`src/rtl/pipe_pkg.sv`:
```
// Shared types for the inter-stage pipeline register.
//   pipe_occ_e       : occupancy of a stage (empty, one beat, two beats)
//   PIPE_CTRL_W_DEF  : default width of the one-shot control strobe bundle
package pipe_pkg;

  typedef enum logic [1:0] {
    OCC_EMPTY = 2'd0,
    OCC_ONE   = 2'd1,
    OCC_TWO   = 2'd2
  } pipe_occ_e;

  localparam int PIPE_CTRL_W_DEF = 2;

endpackage

```
`src/rtl/pipe_stage_entry.sv`:
```
// One storage entry of a pipeline stage: a W-bit register with load enable.
// Ports:
//   clk    : clock
//   rst    : asynchronous active-high reset, clears the entry to zero
//   i_load : capture i_d on the next rising edge
//   i_d    : entry input (payload and strobes concatenated)
//   o_q    : entry contents
module pipe_stage_entry
  import pipe_pkg::*;
#(
  parameter int W = 98
) (
  input  logic         clk,
  input  logic         rst,
  input  logic         i_load,
  input  logic [W-1:0] i_d,
  output logic [W-1:0] o_q
);

  logic [W-1:0] r_q;

  always_ff @(posedge clk or posedge rst) begin
    if (rst) begin
      r_q <= '0;
    end else if (i_load) begin
      r_q <= i_d;
    end
  end

  assign o_q = r_q;

endmodule

```
`src/rtl/pipe_stage_skid.sv`:
```
// Generic inter-stage pipeline register with valid/ready handshake, optional
// two-entry skid buffer, synchronous flush and one-shot control strobes.
// Ports:
//   clk, rst             : clock, asynchronous active-high reset
//   in_valid/in_ready    : upstream handshake
//   in_data/in_ctrl      : upstream payload and one-shot strobes
//   stall_i              : global stall, blocks downstream transfer
//   flush_i              : drop all held beats and the beat taken this cycle
//   out_valid/out_ready  : downstream handshake
//   out_data/out_ctrl    : head payload and its strobes (asserted once per entry)
module pipe_stage_skid
  import pipe_pkg::*;
#(
  parameter int DATA_W = 96,
  parameter int CTRL_W = PIPE_CTRL_W_DEF,
  parameter int SKID   = 1
) (
  input  logic              clk,
  input  logic              rst,
  input  logic              in_valid,
  output logic              in_ready,
  input  logic [DATA_W-1:0] in_data,
  input  logic [CTRL_W-1:0] in_ctrl,
  input  logic              stall_i,
  input  logic              flush_i,
  output logic              out_valid,
  input  logic              out_ready,
  output logic [DATA_W-1:0] out_data,
  output logic [CTRL_W-1:0] out_ctrl
);

  localparam int EW = DATA_W + CTRL_W;

  pipe_occ_e     r_occ;
  pipe_occ_e     w_occ_nxt;
  logic          r_fresh;
  logic          w_take;
  logic          w_give;
  logic          w_load_main;
  logic          w_main_from_skid;
  logic          w_load_skid;
  logic [EW-1:0] w_in_ent;
  logic [EW-1:0] w_main_d;
  logic [EW-1:0] w_main_q;
  logic [EW-1:0] w_skid_q;

  assign w_in_ent  = {in_data, in_ctrl};
  assign out_valid = (r_occ != OCC_EMPTY);
  assign w_take    = in_valid & in_ready;
  assign w_give    = out_valid & out_ready & ~stall_i;

  // Next occupancy and entry load controls. The main register always holds
  // the head; the skid register only ever holds the second-oldest beat.
  always_comb begin
    w_occ_nxt        = r_occ;
    w_load_main      = 1'b0;
    w_main_from_skid = 1'b0;
    w_load_skid      = 1'b0;
    if (flush_i) begin
      w_occ_nxt = OCC_EMPTY;
    end else begin
      case (r_occ)
        OCC_EMPTY: begin
          if (w_take) begin
            w_occ_nxt   = OCC_ONE;
            w_load_main = 1'b1;
          end
        end
        OCC_ONE: begin
          if (w_take && w_give) begin
            w_load_main = 1'b1;
          end else if (w_take) begin
            // Only reachable with a skid register: in_ready=0 otherwise.
            w_occ_nxt   = OCC_TWO;
            w_load_skid = 1'b1;
          end else if (w_give) begin
            w_occ_nxt = OCC_EMPTY;
          end
        end
        OCC_TWO: begin
          if (w_give) begin
            w_occ_nxt        = OCC_ONE;
            w_load_main      = 1'b1;
            w_main_from_skid = 1'b1;
          end
        end
        default: w_occ_nxt = OCC_EMPTY;
      endcase
    end
  end

  // Occupancy state and one-shot qualifier. fresh marks a head entry whose
  // strobes have not yet been presented in a cycle that failed to transfer.
  always_ff @(posedge clk or posedge rst) begin
    if (rst) begin
      r_occ   <= OCC_EMPTY;
      r_fresh <= 1'b0;
    end else begin
      r_occ <= w_occ_nxt;
      if (flush_i) begin
        r_fresh <= 1'b0;
      end else if (w_load_main) begin
        r_fresh <= 1'b1;
      end else if (out_valid && !w_give) begin
        r_fresh <= 1'b0;
      end
    end
  end

  assign w_main_d = w_main_from_skid ? w_skid_q : w_in_ent;

  pipe_stage_entry #(.W(EW)) u_main (
    .clk    (clk),
    .rst    (rst),
    .i_load (w_load_main),
    .i_d    (w_main_d),
    .o_q    (w_main_q)
  );

  generate
    if (SKID == 1) begin : g_skid
      logic r_in_ready;

      pipe_stage_entry #(.W(EW)) u_skid (
        .clk    (clk),
        .rst    (rst),
        .i_load (w_load_skid),
        .i_d    (w_in_ent),
        .o_q    (w_skid_q)
      );

      // Registered ready: look ahead at next occupancy so it is exact.
      always_ff @(posedge clk or posedge rst) begin
        if (rst) begin
          r_in_ready <= 1'b1;
        end else begin
          r_in_ready <= (w_occ_nxt != OCC_TWO);
        end
      end

      assign in_ready = r_in_ready;
    end else begin : g_noskid
      assign w_skid_q = '0;
      assign in_ready = ~out_valid | w_give;
    end
  endgenerate

  assign out_data = w_main_q[EW-1:CTRL_W];
  assign out_ctrl = w_main_q[CTRL_W-1:0] & {CTRL_W{r_fresh & out_valid}};

endmodule

```
`config.mk`:
```
export PLATFORM = sky130hd
export DESIGN_NAME = pipe_stage_skid
export DESIGN_NICKNAME = d
export VERILOG_FILES = /design/src/rtl/pipe_pkg.sv /design/src/rtl/pipe_stage_entry.sv /design/src/rtl/pipe_stage_skid.sv
export SDC_FILE = /design/constraint.sdc
export NUM_CORES = 1
export LEC_CHECK = 0
export ABC_AREA = 1
export BUFFER_PORTS_ARGS = -buffer_cell sky130_fd_sc_hd__buf_2
export CELL_PAD_IN_SITES_DETAIL_PLACEMENT = 1
export CELL_PAD_IN_SITES_GLOBAL_PLACEMENT = 2
export CORE_MARGIN = 2
export CORE_UTILIZATION = 31
export DETAILED_ROUTE_END_ITERATION = 16
export GPL_ROUTABILITY_DRIVEN = 1
export PLACE_DENSITY = 0.79
export SLEW_MARGIN = 15
export SYNTH_ARGS = -nofsm -noshare
export SYNTH_HDL_FRONTEND = slang
export SYNTH_SLANG_ARGS = --single-unit
export TNS_END_PERCENT = 20
```
`constraint.sdc`:
```
create_clock -name clk -period 8.9 [get_ports clk]
set_clock_uncertainty 0.1 [all_clocks]
set_input_delay 0.89 -clock clk [delete_from_list [all_inputs] [get_ports clk]]
set_output_delay 0.89 -clock clk [all_outputs]
set_load 0.05 [all_outputs]
```
==> results of run 1 <==
-- critical path: stages --
cell      delay, ns
buf_2          0.12
inv_2          0.04
nand2_1        0.11
nand2_2        0.13
nand2_2        0.07
nor2_4         0.74
clkinv_2       0.94
buf_4          0.60
nand2_1        0.14
nand2_1        0.07
-- Yosys cell counts --
cell type,count
a21boi_0,1
a21oi_1,2
and3_1,2
buf_1,9
buf_2,32
buf_4,99
buf_6,2
clkbuf_1,24
clkbuf_4,1
dfrtp_1,199
dfstp_2,1
inv_1,199
inv_2,6
nand2_1,398
nand2_2,3
nand3_1,196
nand3_2,1
nand4_2,1
nor2_1,3
nor2_4,3
nor3_1,1
o21ai_0,95
o21ai_1,4
-- power by group through the flow --
stage,registers (W),logic [W],clock network [W]
floorplan,0.00136,0.00110,0
global placement,0.00141,0.00112,0
detailed placement,0.00142,0.00115,0
CTS,0.00140,0.00116,0.000830
global route,0.00144,0.00125,0.000869
finish,0.00140,0.00114,0.000802
-- layer usage --
layer	up-vias	routed length [um]	global-route usage
met3	14	848	0.0260
met2	143	12600	0.269
met4	2	181	0.0310
li1	3941	-	-
met1	3875	13200	0.231
met5	-	11	0
-- per-stage QoR --
| stage | setup WS [ns] | instance area [sq um] | total power (W) |
|---|---|---|---|
| after CTS | 5.06 | 11100 | 0.00339 |
| after global placement | 4.70 | 10500 | 0.00253 |
| after floorplan | 2.46 | 9920 | 0.00246 |
| after detailed placement | 4.59 | 10500 | 0.00257 |
| final | 5.19 | 11100 | 0.00334 |
| after global routing | 4.84 | 11100 | 0.00356 |
-- cells in the final DEF (no fill, tap or decap), drive strengths merged, types with 2 or more instances in the layout --
master / Yosys / final
nand2: 401 / 401
buf: 142 / 212
inv: 205 / 211
dfrtp: 199 / 199
nand3: 197 / 197
o21ai: 99 / 99
clkbuf: 25 / 19
clkinv: 0 / 6
nor2: 6 / 6
a21oi: 2 / 2
and3: 2 / 2
-- registers in the layout (all words and copies together), names as in the netlist --
signal and cells:
r_fresh 1, r_occ 2, in_ready 1, u_main.o_q 98, g_skid.u_skid.o_q 98
-- kinds of logic after synthesis --
logic type,count (synthesis),share of synthesized area
buffers and inverters,372,0.184
AO/OA/AOI/OAI,102,0.0517
flip-flops,200,0.504
AND/OR/NAND/NOR,608,0.260
-- final timing paths --
| path | start | to | slack [ns] | cells past startpoint |
|---|---|---|---|---|
| worst min register to register | u_main.o_q[91] | u_main.o_q[91] | 0.38 | 2 |
| max in group asynchronous | rst | g_skid.u_skid.o_q[74] | 6.64 | 3 |
| min in group asynchronous | rst | u_main.o_q[44] | 0.48 | 2 |
| worst max register to register | r_occ[0] | u_main.o_q[44] | 5.28 | 9 |
| worst min-delay path | u_main.o_q[91] | u_main.o_q[91] | 0.38 | 2 |
| worst max-delay path | stall_i | u_main.o_q[44] | 5.19 | 10 |
-- final cells by class --
| class | instances | area (sq um) |
|---|---|---|
| Tap cell | 402 | 503 |
| Fill cell | 3882 | 20500 |
| Sequential cell | 200 | 5010 |
| Clock buffer | 19 | 453 |
| Clock inverter | 13 | 148 |
| Multi-Input combinational cell | 710 | 3110 |
| Timing Repair Buffer | 212 | 1080 |
| Inverter | 205 | 778 |
==> results by group, run 1 <==
Drt
  – Antenna-violating nets left: 0
  – Via count: ~8,000
  – Vias per inst: between 4 and 5
  – Final WL: 26,800 um
  – DRC viols: 0
  – Initial DRC count: 380
  – Total iterations of the first detailed-routing run: 5
  – WL/cell: between 15 and 20 um

Layout
  – ANT cells: 0
  – Final core occ: 0.351
  – Layout cells sized above 1: 0.191
  – Final Non-Filler Cells: 1,761
  – Syn-to-layout area delta: 11.6%
  – Layout Nets: about 1,500

Pwr
  – PwrDens: 301 mW/mm^2
  – Leak pwr: 6.26 nW
  – Sw Ratio: 0.432
  – Clk pwr share: 0.240
  – Comb pwr share: 0.340
  – Seq pwr share: 0.419
  – Int Power: 0.00190 W
  – Sw Pwr: 0.00144 W
  – Peak supply drop: about 0.13 mV

STA
  – Slew margin rel.: 0.337
  – Sum of negative setup slack: 0 ns
  – Slew at the pin closest to its max-slew limit: 0.995 ns
  – Final Max Tran Viols: 0
  – Final setup fails: 0
  – Final period util: 0.416
  – Achievable Freq: 270 MHz
  – Final hold violations: 0
  – Min Tclk post-route: approximately 3.7 ns
  – Setup repair after global routing missed its margin: false
  – Hold slack: around 0.38 ns

Clock network
  – Setup repair bufs after CTS: 0
  – Number of buffers created by CTS: 17
  – CTS-repair resized insts: 0
  – Hold_buf cts: 0
  – CTS sink count: 200
  – Root buffer cell: clkbuf_16
  – H-Tree Depth: 4
  – CTS tree: yes
  – Clock latency on the worst-skew pair: 0.44 ns
  – Clock Path Buffers: 2
  – Clock transition at path regs: 0.08 ns

Global routing
  – Antenna violations before repair: 1
  – Largest net degree at the start of global routing: between 100 and 150
  – First-pass GRT wire length: 44,000 um
  – Total track usage: 0.164
  – Vias in the first global route: roughly 8,000
  – Total grt overflow: 0

Die
  – Chip Width: between 150 and 200 um
  – Die ar.: around 0.033 sq mm
  – Initial Utilization: 0.315
  – Core ar.: 0.0316 sq mm
  – Ports: between 200 and 250
  – Die span in y: around 180 um
  – Rows: between 60 and 70

Critical path
  – CP arrival: about 4 ns
  – WS Path Type: in -> reg
  – Worst setup EP type: register
  – Worst-path fanout max: 50
  – Critical path launch point type: input pin
  – Required time of the critical path: between 9 and 10 ns

Placed design
  – IO buf count: 203
  – RePlAce Congestion: about 0.73
  – HPWL after DPL: roughly 17,000 um
  – Dpl cells: 1,729

Logic synthesis
  – Largest area contributor in the netlist: dfrtp_1
  – Ys Warns: 0
  – Post-Syn Nets: between 1,000 and 1,500
  – Post-synth cell types: 23
  – Register area share after synthesis: 0.504
  – Gate Count Post-Synth: 1,282
  – Share of Yosys cell area claimed by the top area cell type: 0.502
  – Area of the mapped netlist: roughly 0.0099 sq mm
  – Synthesized flop and latch total: 200
  – Synth Area per Inst: roughly 7.7 sq um
  – Top post-synthesis cells by area: dfrtp_1, nand2_1, nand3_1

Min path
  – HP Class: reg -> reg

Status
  – Status: completed

Flow run
  – Max Cap Viol: 0
Power figures use the tool's default switching activity.
==> run 2, diff against run 1 <==
ABC_AREA = 0   (was 1)
CORE_UTILIZATION = 34   (was 31)
PLACE_DENSITY = 0.76   (was 0.79)
clock period = 3.1 ns   (was 8.9 ns; I/O delays follow)
==> run 2 against run 1 <==
Compared with the run above:
- non-clock buffer count increased by 32
- critical path depth shrank 5
- setup slack lost 4.4 ns
- critical path type is now reg -> reg
- first-iteration DRC count fell by 62%
- routed wire length shrank 28%
- highest routed layer is now met4
- worst hold slack lost 0.36 ns
- utilization grew 5.5 points
- final cell count decreased by 35%
- sequential share of layout area rose by 0.41 points
- power grew to 2.6 times the previous value
==> results by group, run 2 <==
Logic synthesis
  – Synth Area per Inst: 14.5 sq um (was 7.74 sq um)
  – Ys Warns: 0 (unchanged)
  – Area of the mapped netlist: 0.00939 sq mm (was 0.00992 sq mm)
  – Register area share after synthesis: 0.533 (was 0.504)
  – Share of Yosys cell area claimed by the top area cell type: 0.531 (was 0.502)
  – Gate Count Post-Synth: 647 (was 1,282)
  – Post-synth cell types: 24 (was 23)
  – Post-synth EDFFs: 0 (unchanged)
  – Top post-synthesis cells by area: dfrtp_1, mux2_2, buf_4 (was dfrtp_1, nand2_1, nand3_1)
  – Most common cell in the netlist: mux2_2 (was nand2_1)
  – Synthesized flop and latch total: 200 (unchanged)
  – Largest area contributor in the netlist: dfrtp_1 (unchanged)
  – Top cells by count, synth: mux2_2, dfrtp_1, buf_4 (was nand2_1, dfrtp_1, inv_1)
  – Post-Syn Nets: 751 (was 1,386)
  – Ys flop type: dfrtp_1 (unchanged)
  – Fraction of registers with async set/reset: 1.00 (unchanged)

Clock network
  – CTS sink count: 200 (unchanged)
  – Clock transition at path regs: 0.08 ns (about the same)
  – Clock latency on the worst-skew pair: 0.44 ns (about the same)
  – Hold_buf cts: 31 (was 0)
  – Number of buffers created by CTS: 17 (unchanged)
  – CTS tree: yes (unchanged)
  – Setup repair bufs after CTS: 0 (unchanged)
  – CTS-repair resized insts: 0 (unchanged)
  – Root buffer cell: clkbuf_16 (unchanged)
  – Clock Path Buffers: 2 (unchanged)
  – H-Tree Depth: 4 (unchanged)

STA
  – Final hold violations: 0 (unchanged)
  – Sum of negative setup slack: 0 ns (unchanged)
  – Final setup fails: 0 (unchanged)
  – Achievable Freq: roughly 440 MHz
  – Setup repair after global routing missed its margin: false (unchanged)
  – Slew at the pin closest to its max-slew limit: 0.594 ns (was 0.995 ns)
  – Final worst slack: 0.823 ns (was 5.19 ns)
  – Final period util: 0.735
  – Min Tclk post-route: ~2.3 ns
  – Slew margin rel.: 0.603 (was 0.337)
  – Final Max Tran Viols: 0 (unchanged)

Drt
  – Antenna-violating nets left: 0 (unchanged)
  – Via count: 5,306 (was 7,975)
  – Final WL: 19,300 um (was 26,800 um)
  – Vias per inst: 4.67 (was 4.53)
  – DRC viols: 0 (unchanged)
  – Initial DRC count: 146 (was 380)
  – WL/cell: 17.0 um (was 15.2 um)
  – Total iterations of the first detailed-routing run: 6 (was 5)

Die
  – Initial Utilization: 0.347 (was 0.315)
  – Rows: 60 (was 65)
  – Core ar.: 0.0270 sq mm (was 0.0316 sq mm)
  – Die ar.: 0.0290 sq mm (was 0.0335 sq mm)
  – Die span in y: 170 um (was 183 um)
  – Ports: 204 (unchanged)
  – Chip Width: 170 um (was 183 um)

Global routing
  – Antenna violations before repair: 1 (unchanged)
  – Total track usage: 0.138 (was 0.164)
  – Total grt overflow: 0 (unchanged)
  – Vias in the first global route: 5,877 (was 8,068)
  – First-pass GRT wire length: 31,400 um (was 44,000 um)
  – Largest net degree at the start of global routing: 82 (was 127)

Pwr
  – Leak pwr: 4.88 nW (was 6.26 nW)
  – Peak supply drop: 0.313 mV (was 0.131 mV)
  – PwrDens: 781 mW/mm^2 (was 301 mW/mm^2)

Critical path
  – Required time of the critical path: 3.31 ns (was 9.12 ns)
  – Critical path launch point type: register (was input pin)
  – Critical R2R Launch: in_ready (was r_occ[0])
  – Worst setup EP type: register (unchanged)
  – Crit path cell chain: and3b_1, nand2_1, nor3_4, buf_4, mux2_2 (was buf_2, inv_2, nand2_1, nand2_2, nand2_2, nor2_4, clkinv_2, buf_4, nand2_1, nand2_1)
  – Worst-path fanout max: 40 (was 50)
  – Slowest-stage cell, CP: dfstp_2 (was clkinv_2)
  – Top delay family on crit path: flip-flops (was buffers and inverters)
  – Crit. Startpoint: in_ready (was stall_i)
  – WP buf/inv: 1 (was 4)
  – CP arrival: 2.49 ns (was 3.93 ns)
  – Slowest stage delay, CP: 0.56 ns (was 0.94 ns)
  – WS Path Type: reg -> reg (was in -> reg)

Layout
  – Layout cells sized above 1: 0.611 (was 0.191)
  – Layout Nets: 887 (was 1,450)
  – Syn-to-layout area delta: 17.0% (was 11.6%)
  – Most frequent cells in the layout: mux2_2, buf_2, dfrtp_1 (was nand2_1, buf_2, dfrtp_1)
  – Most common cell after layout, fill and taps aside: mux2_2 (was nand2_1)

Min path
  – HP Class: in -> reg (was reg -> reg)
  – Worst Hold Launch: in_data[39] (was u_main.o_q[91])

Flow run
  – Max Cap Viol: 0 (unchanged)

Placed design
  – RePlAce Congestion: 0.712 (was 0.728)
  – IO buf count: 203 (unchanged)
  – Place WS: 0.787 ns (was 4.59 ns)
  – HPWL after DPL: 12,500 um (was 16,700 um)

Status
  – Status: completed (unchanged)
## run 2: cell types whose count changed after synthesis, moves of 3 or more
cell      delta
buf_1        -9
buf_2       -10
buf_4        +4
clkbuf_1    -23
inv_1      -196
inv_2        -6
mux2_1      +60
mux2_2     +234
nand2_1    -396
nand2_2      -3
nand3_1    -194
nor2_4       -3
o21ai_0     -94
o21ai_1      -4
## run 2: path summary, 6_finish.rpt
path | end | slack [ns] | cells after the start
max in group asynchronous | g_skid.u_skid.o_q[94] | 1.67 | 4
hold / removal | g_skid.u_skid.o_q[41] | 0.02 | 2
setup / recovery | g_skid.u_skid.o_q[96] | 0.82 | 5
setup reg to reg | g_skid.u_skid.o_q[96] | 0.82 | 5
min in group asynchronous | g_skid.u_skid.o_q[59] | 0.39 | 3
hold reg to reg | g_skid.u_skid.o_q[83] | 0.38 | 1
## run 2: cells by family after synthesis
group           Yosys count  synth area share
compound gates            6           0.00467
buf+inv                 130            0.0969
flops                   200             0.533
mux                     294             0.353
simple gates             17            0.0124
## run 2: layout make-up
type | instances | area (sq um)
Fill cell | 2810 | 16000
Sequential cell | 200 | 5010
Multi-Input combinational cell | 317 | 3490
Timing Repair Buffer | 244 | 1480
Tap cell | 341 | 427
Clock buffer | 17 | 425
Clock inverter | 14 | 140
Inverter | 3 | 15.0
Antenna cell | 1 | 2.50
## run 2: worst register-to-register path, cell delays in order, from the launching register on
cell and delay (ns):
dfstp_2 0.56, and3b_1 0.19, nand2_1 0.11, nor3_4 0.24, buf_4 0.54, mux2_2 0.43
## run 2: layer usage
| layer | GRT usage | part of all wire | vias to the layer above |
|---|---|---|---|
| met5 | 0 | 0 | - |
| met4 | 0.0334 | 0.0089 | 0 |
| met3 | 0.0393 | 0.052 | 10 |
| met2 | 0.237 | 0.50 | 116 |
| met1 | 0.171 | 0.44 | 2729 |
| li1 | - | - | 2451 |
## run 2: per-stage QoR
step | cell area (sq um) | hold slack (ns) | cells | power, W | utilization
global placement | 10100 | 0.313 | 1074 | 0.00640 | 0.374
detailed placement | 10100 | 0.326 | 1074 | 0.00648 | 0.374
floorplan | 9390 | 0.345 | 647 | 0.00627 | -
global route | 11000 | 0.000421 | 1136 | 0.00905 | 0.406
finish | 11000 | 0.0193 | 1137 | 0.00857 | 0.406
CTS | 11000 | 0.000155 | 1136 | 0.00872 | 0.406
## run 2: report_power, final
part | total, W | internal (W) | switching, W
sequential | 0.00376 | 0.00340 | 0.000364
clock | 0.00215 | 0.00106 | 0.00109
combinational | 0.00266 | 0.000945 | 0.00171
==> run 3, diff against run 2 <==
ABC_AREA = 1   (was 0)
CORE_UTILIZATION = 28   (was 34)
PLACE_DENSITY = 0.75   (was 0.76)
clock period = 1.85 ns   (was 3.1 ns; I/O delays follow)
==> run 3 against run 2 <==
Compared with the run above:
- non-clock buffer count increased by 85
- worst hold slack improved by 0.12 ns
- critical endpoint is now u_main.o_q[83]
- highest routed layer unchanged
- clock power increased by 68%
==> results by group, run 3 (same netlist as run 1, synthesis figures left out) <==
Critical path
  – Critical R2R Launch: r_occ[0] (was in_ready)
  – WS Path Type: reg -> reg (unchanged)
  – Required time of the critical path: 2.08 ns (was 3.31 ns)
  – Critical path launch point type: register (unchanged)
  – Crit. Startpoint: r_occ[0] (was in_ready)
  – CP Capture Point: u_main.o_q[83] (was g_skid.u_skid.o_q[96])
  – CP arrival: 1.95 ns (was 2.49 ns)
  – Worst setup EP type: register (unchanged)
  – Worst r2r dst: u_main.o_q[83] (was g_skid.u_skid.o_q[96])
  – R2R cell count: 10 (was 5)
  – Worst R2R Setup Slack: 0.13 ns (was 0.82 ns)
  – Worst-path fanout max: 16 (was 40)

Global routing
  – Vias in the first global route: 8,993 (was 5,877)
  – Largest net degree at the start of global routing: 113 (was 82)
  – Total grt overflow: 0 (unchanged)
  – First-pass GRT wire length: 47,600 um (was 31,400 um)
  – Antenna violations before repair: 1 (unchanged)
  – Total track usage: 0.164 (was 0.138)

STA
  – Setup repair after global routing missed its margin: true (was false)
  – Final worst slack: 0.129 ns (was 0.823 ns)
  – Slew at the pin closest to its max-slew limit: 0.470 ns (was 0.594 ns)
  – Achievable Freq: 581 MHz (was 439 MHz)
  – Final period util: 0.930 (was 0.735)
  – Final setup fails: 0 (unchanged)
  – Final Max Tran Viols: 0 (unchanged)
  – Slew margin rel.: 0.687 (was 0.603)
  – Sum of negative setup slack: 0 ns (unchanged)
  – Min Tclk post-route: 1.72 ns (was 2.28 ns)
  – Final hold violations: 0 (unchanged)
  – Hold slack: 0.142 ns (was 0.0193 ns)

Placed design
  – Place WS: 0.122 ns (was 0.787 ns)
  – RePlAce Congestion: 0.732 (was 0.712)
  – HPWL after DPL: 18,200 um (was 12,500 um)
  – IO buf count: 203 (unchanged)

Layout
  – Fillcell total: 4,221 (was 2,810)
  – Most common cell after layout, fill and taps aside: nand2_1 (was mux2_2)
  – Syn-to-layout area delta: 25.1% (was 17.0%)
  – Layout cells sized above 1: 0.188 (was 0.611)
  – Register area: 0.00501 sq mm (about the same)
  – Multi-input gate area: 0.00311 sq mm (was 0.00349 sq mm)
  – Most frequent cells in the layout: nand2_1, buf_2, inv_1, dfrtp_1, nand3_1 (was mux2_2, buf_2, dfrtp_1)
  – Layout Nets: 1,567 (was 887)

Die
  – Ports: 204 (unchanged)
  – Chip Width: 192 um (was 170 um)
  – Initial Utilization: 0.286 (was 0.347)
  – Die span in y: 192 um (was 170 um)
  – Rows: 68 (was 60)
  – Die ar.: 0.0370 sq mm (was 0.0290 sq mm)
  – Core ar.: 0.0347 sq mm (was 0.0270 sq mm)

Drt
  – Final WL: 29,200 um (was 19,300 um)
  – Total iterations of the first detailed-routing run: 6 (unchanged)
  – DRC viols: 0 (unchanged)
  – Vias per inst: 4.39 (was 4.67)
  – Initial DRC count: 417 (was 146)
  – WL/cell: 15.1 um (was 17.0 um)
  – Via count: 8,487 (was 5,306)
  – Antenna-violating nets left: 0 (unchanged)

Clock network
  – Number of buffers created by CTS: 17 (unchanged)
  – CTS tree: yes (unchanged)
  – CTS sink count: 200 (unchanged)
  – H-Tree Depth: 4 (unchanged)
  – Clock latency on the worst-skew pair: 0.44 ns (about the same)
  – Root buffer cell: clkbuf_16 (unchanged)
  – Clock Path Buffers: 2 (unchanged)
  – Setup repair bufs after CTS: 0 (unchanged)
  – Clock transition at path regs: 0.07 ns (was 0.08 ns)

Status
  – Status: completed (unchanged)

Min path
  – HP Class: in -> async (was in -> reg)

Pwr
  – Leak pwr: 6.80 nW (was 4.88 nW)
  – Peak supply drop: 0.655 mV (was 0.313 mV)
  – PwrDens: 1300 mW/mm^2 (was 781 mW/mm^2)

Flow run
  – Max Cap Viol: 0 (unchanged)
[run 3: through the flow]
step	util	power (W)	instance area, sq um	std cells
floorplan	-	0.0118	9930	1282
global placement	0.313	0.0123	10900	1799
detailed placement	0.313	0.0125	10900	1799
CTS	0.357	0.0164	12400	1931
global route	0.358	0.0172	12400	1932
finish	0.358	0.0161	12400	1932
[run 3: worst min path at each step]
stage,depth (start not counted),endpoint,slack (ns),from
floorplan,1,r_occ[0],0.16,flush_i
global placement,2,u_main.o_q[44],0.07,rst
detailed placement,2,u_main.o_q[37],0.07,rst
CTS,5,r_occ[0],0.13,in_valid
global route,3,u_main.o_q[37],0.15,rst
finish,3,u_main.o_q[44],0.14,rst
[run 3: where the power goes]
group	switching [W]	internal [W]
Combinational	0.00420	0.00158
Clock	0.00179	0.00183
Sequential	0.000828	0.00587
Total	0.00681	0.00928
[run 3: final cells by class]
| class | instances | area share |
|---|---|---|
| sequential | 200 | 0.403 |
| multi-input combinational | 710 | 0.250 |
| timing repair buffer | 329 | 0.194 |
| inverter | 205 | 0.0625 |
| tap | 455 | 0.0459 |
| clock buffer | 21 | 0.0379 |
| clock inverter | 11 | 0.00595 |
| antenna | 1 | 0.000202 |
[run 3: timing repair]
action                                  4_1_cts  5_1_grt
endpoints found under the hold margin       396        0
pin swaps                                     0        1
hold buffers                                100        0
resized for setup                             2        1
endpoints found under the setup margin        2       15
[run 3: metal layers]
| metal | global-route usage | up-vias | share of wire |
|---|---|---|---|
| met3 | 0.0275 | 23 | 0.035 |
| met1 | 0.206 | 4140 | 0.46 |
| met4 | 0.0487 | 0 | 0.016 |
| met5 | 0 | - | 0 |
| met2 | 0.287 | 154 | 0.49 |
| li1 | - | 4170 | - |
[run 3: critical path: stages (launching register included)]
cell,delay (ns)
dfrtp_2,0.45
inv_2,0.09
nand2_2,0.08
nand2_2,0.09
nand2_2,0.08
nor2_4,0.17
buf_12,0.14
inv_4,0.05
buf_4,0.20
nand2_1,0.09
nand2_1,0.06
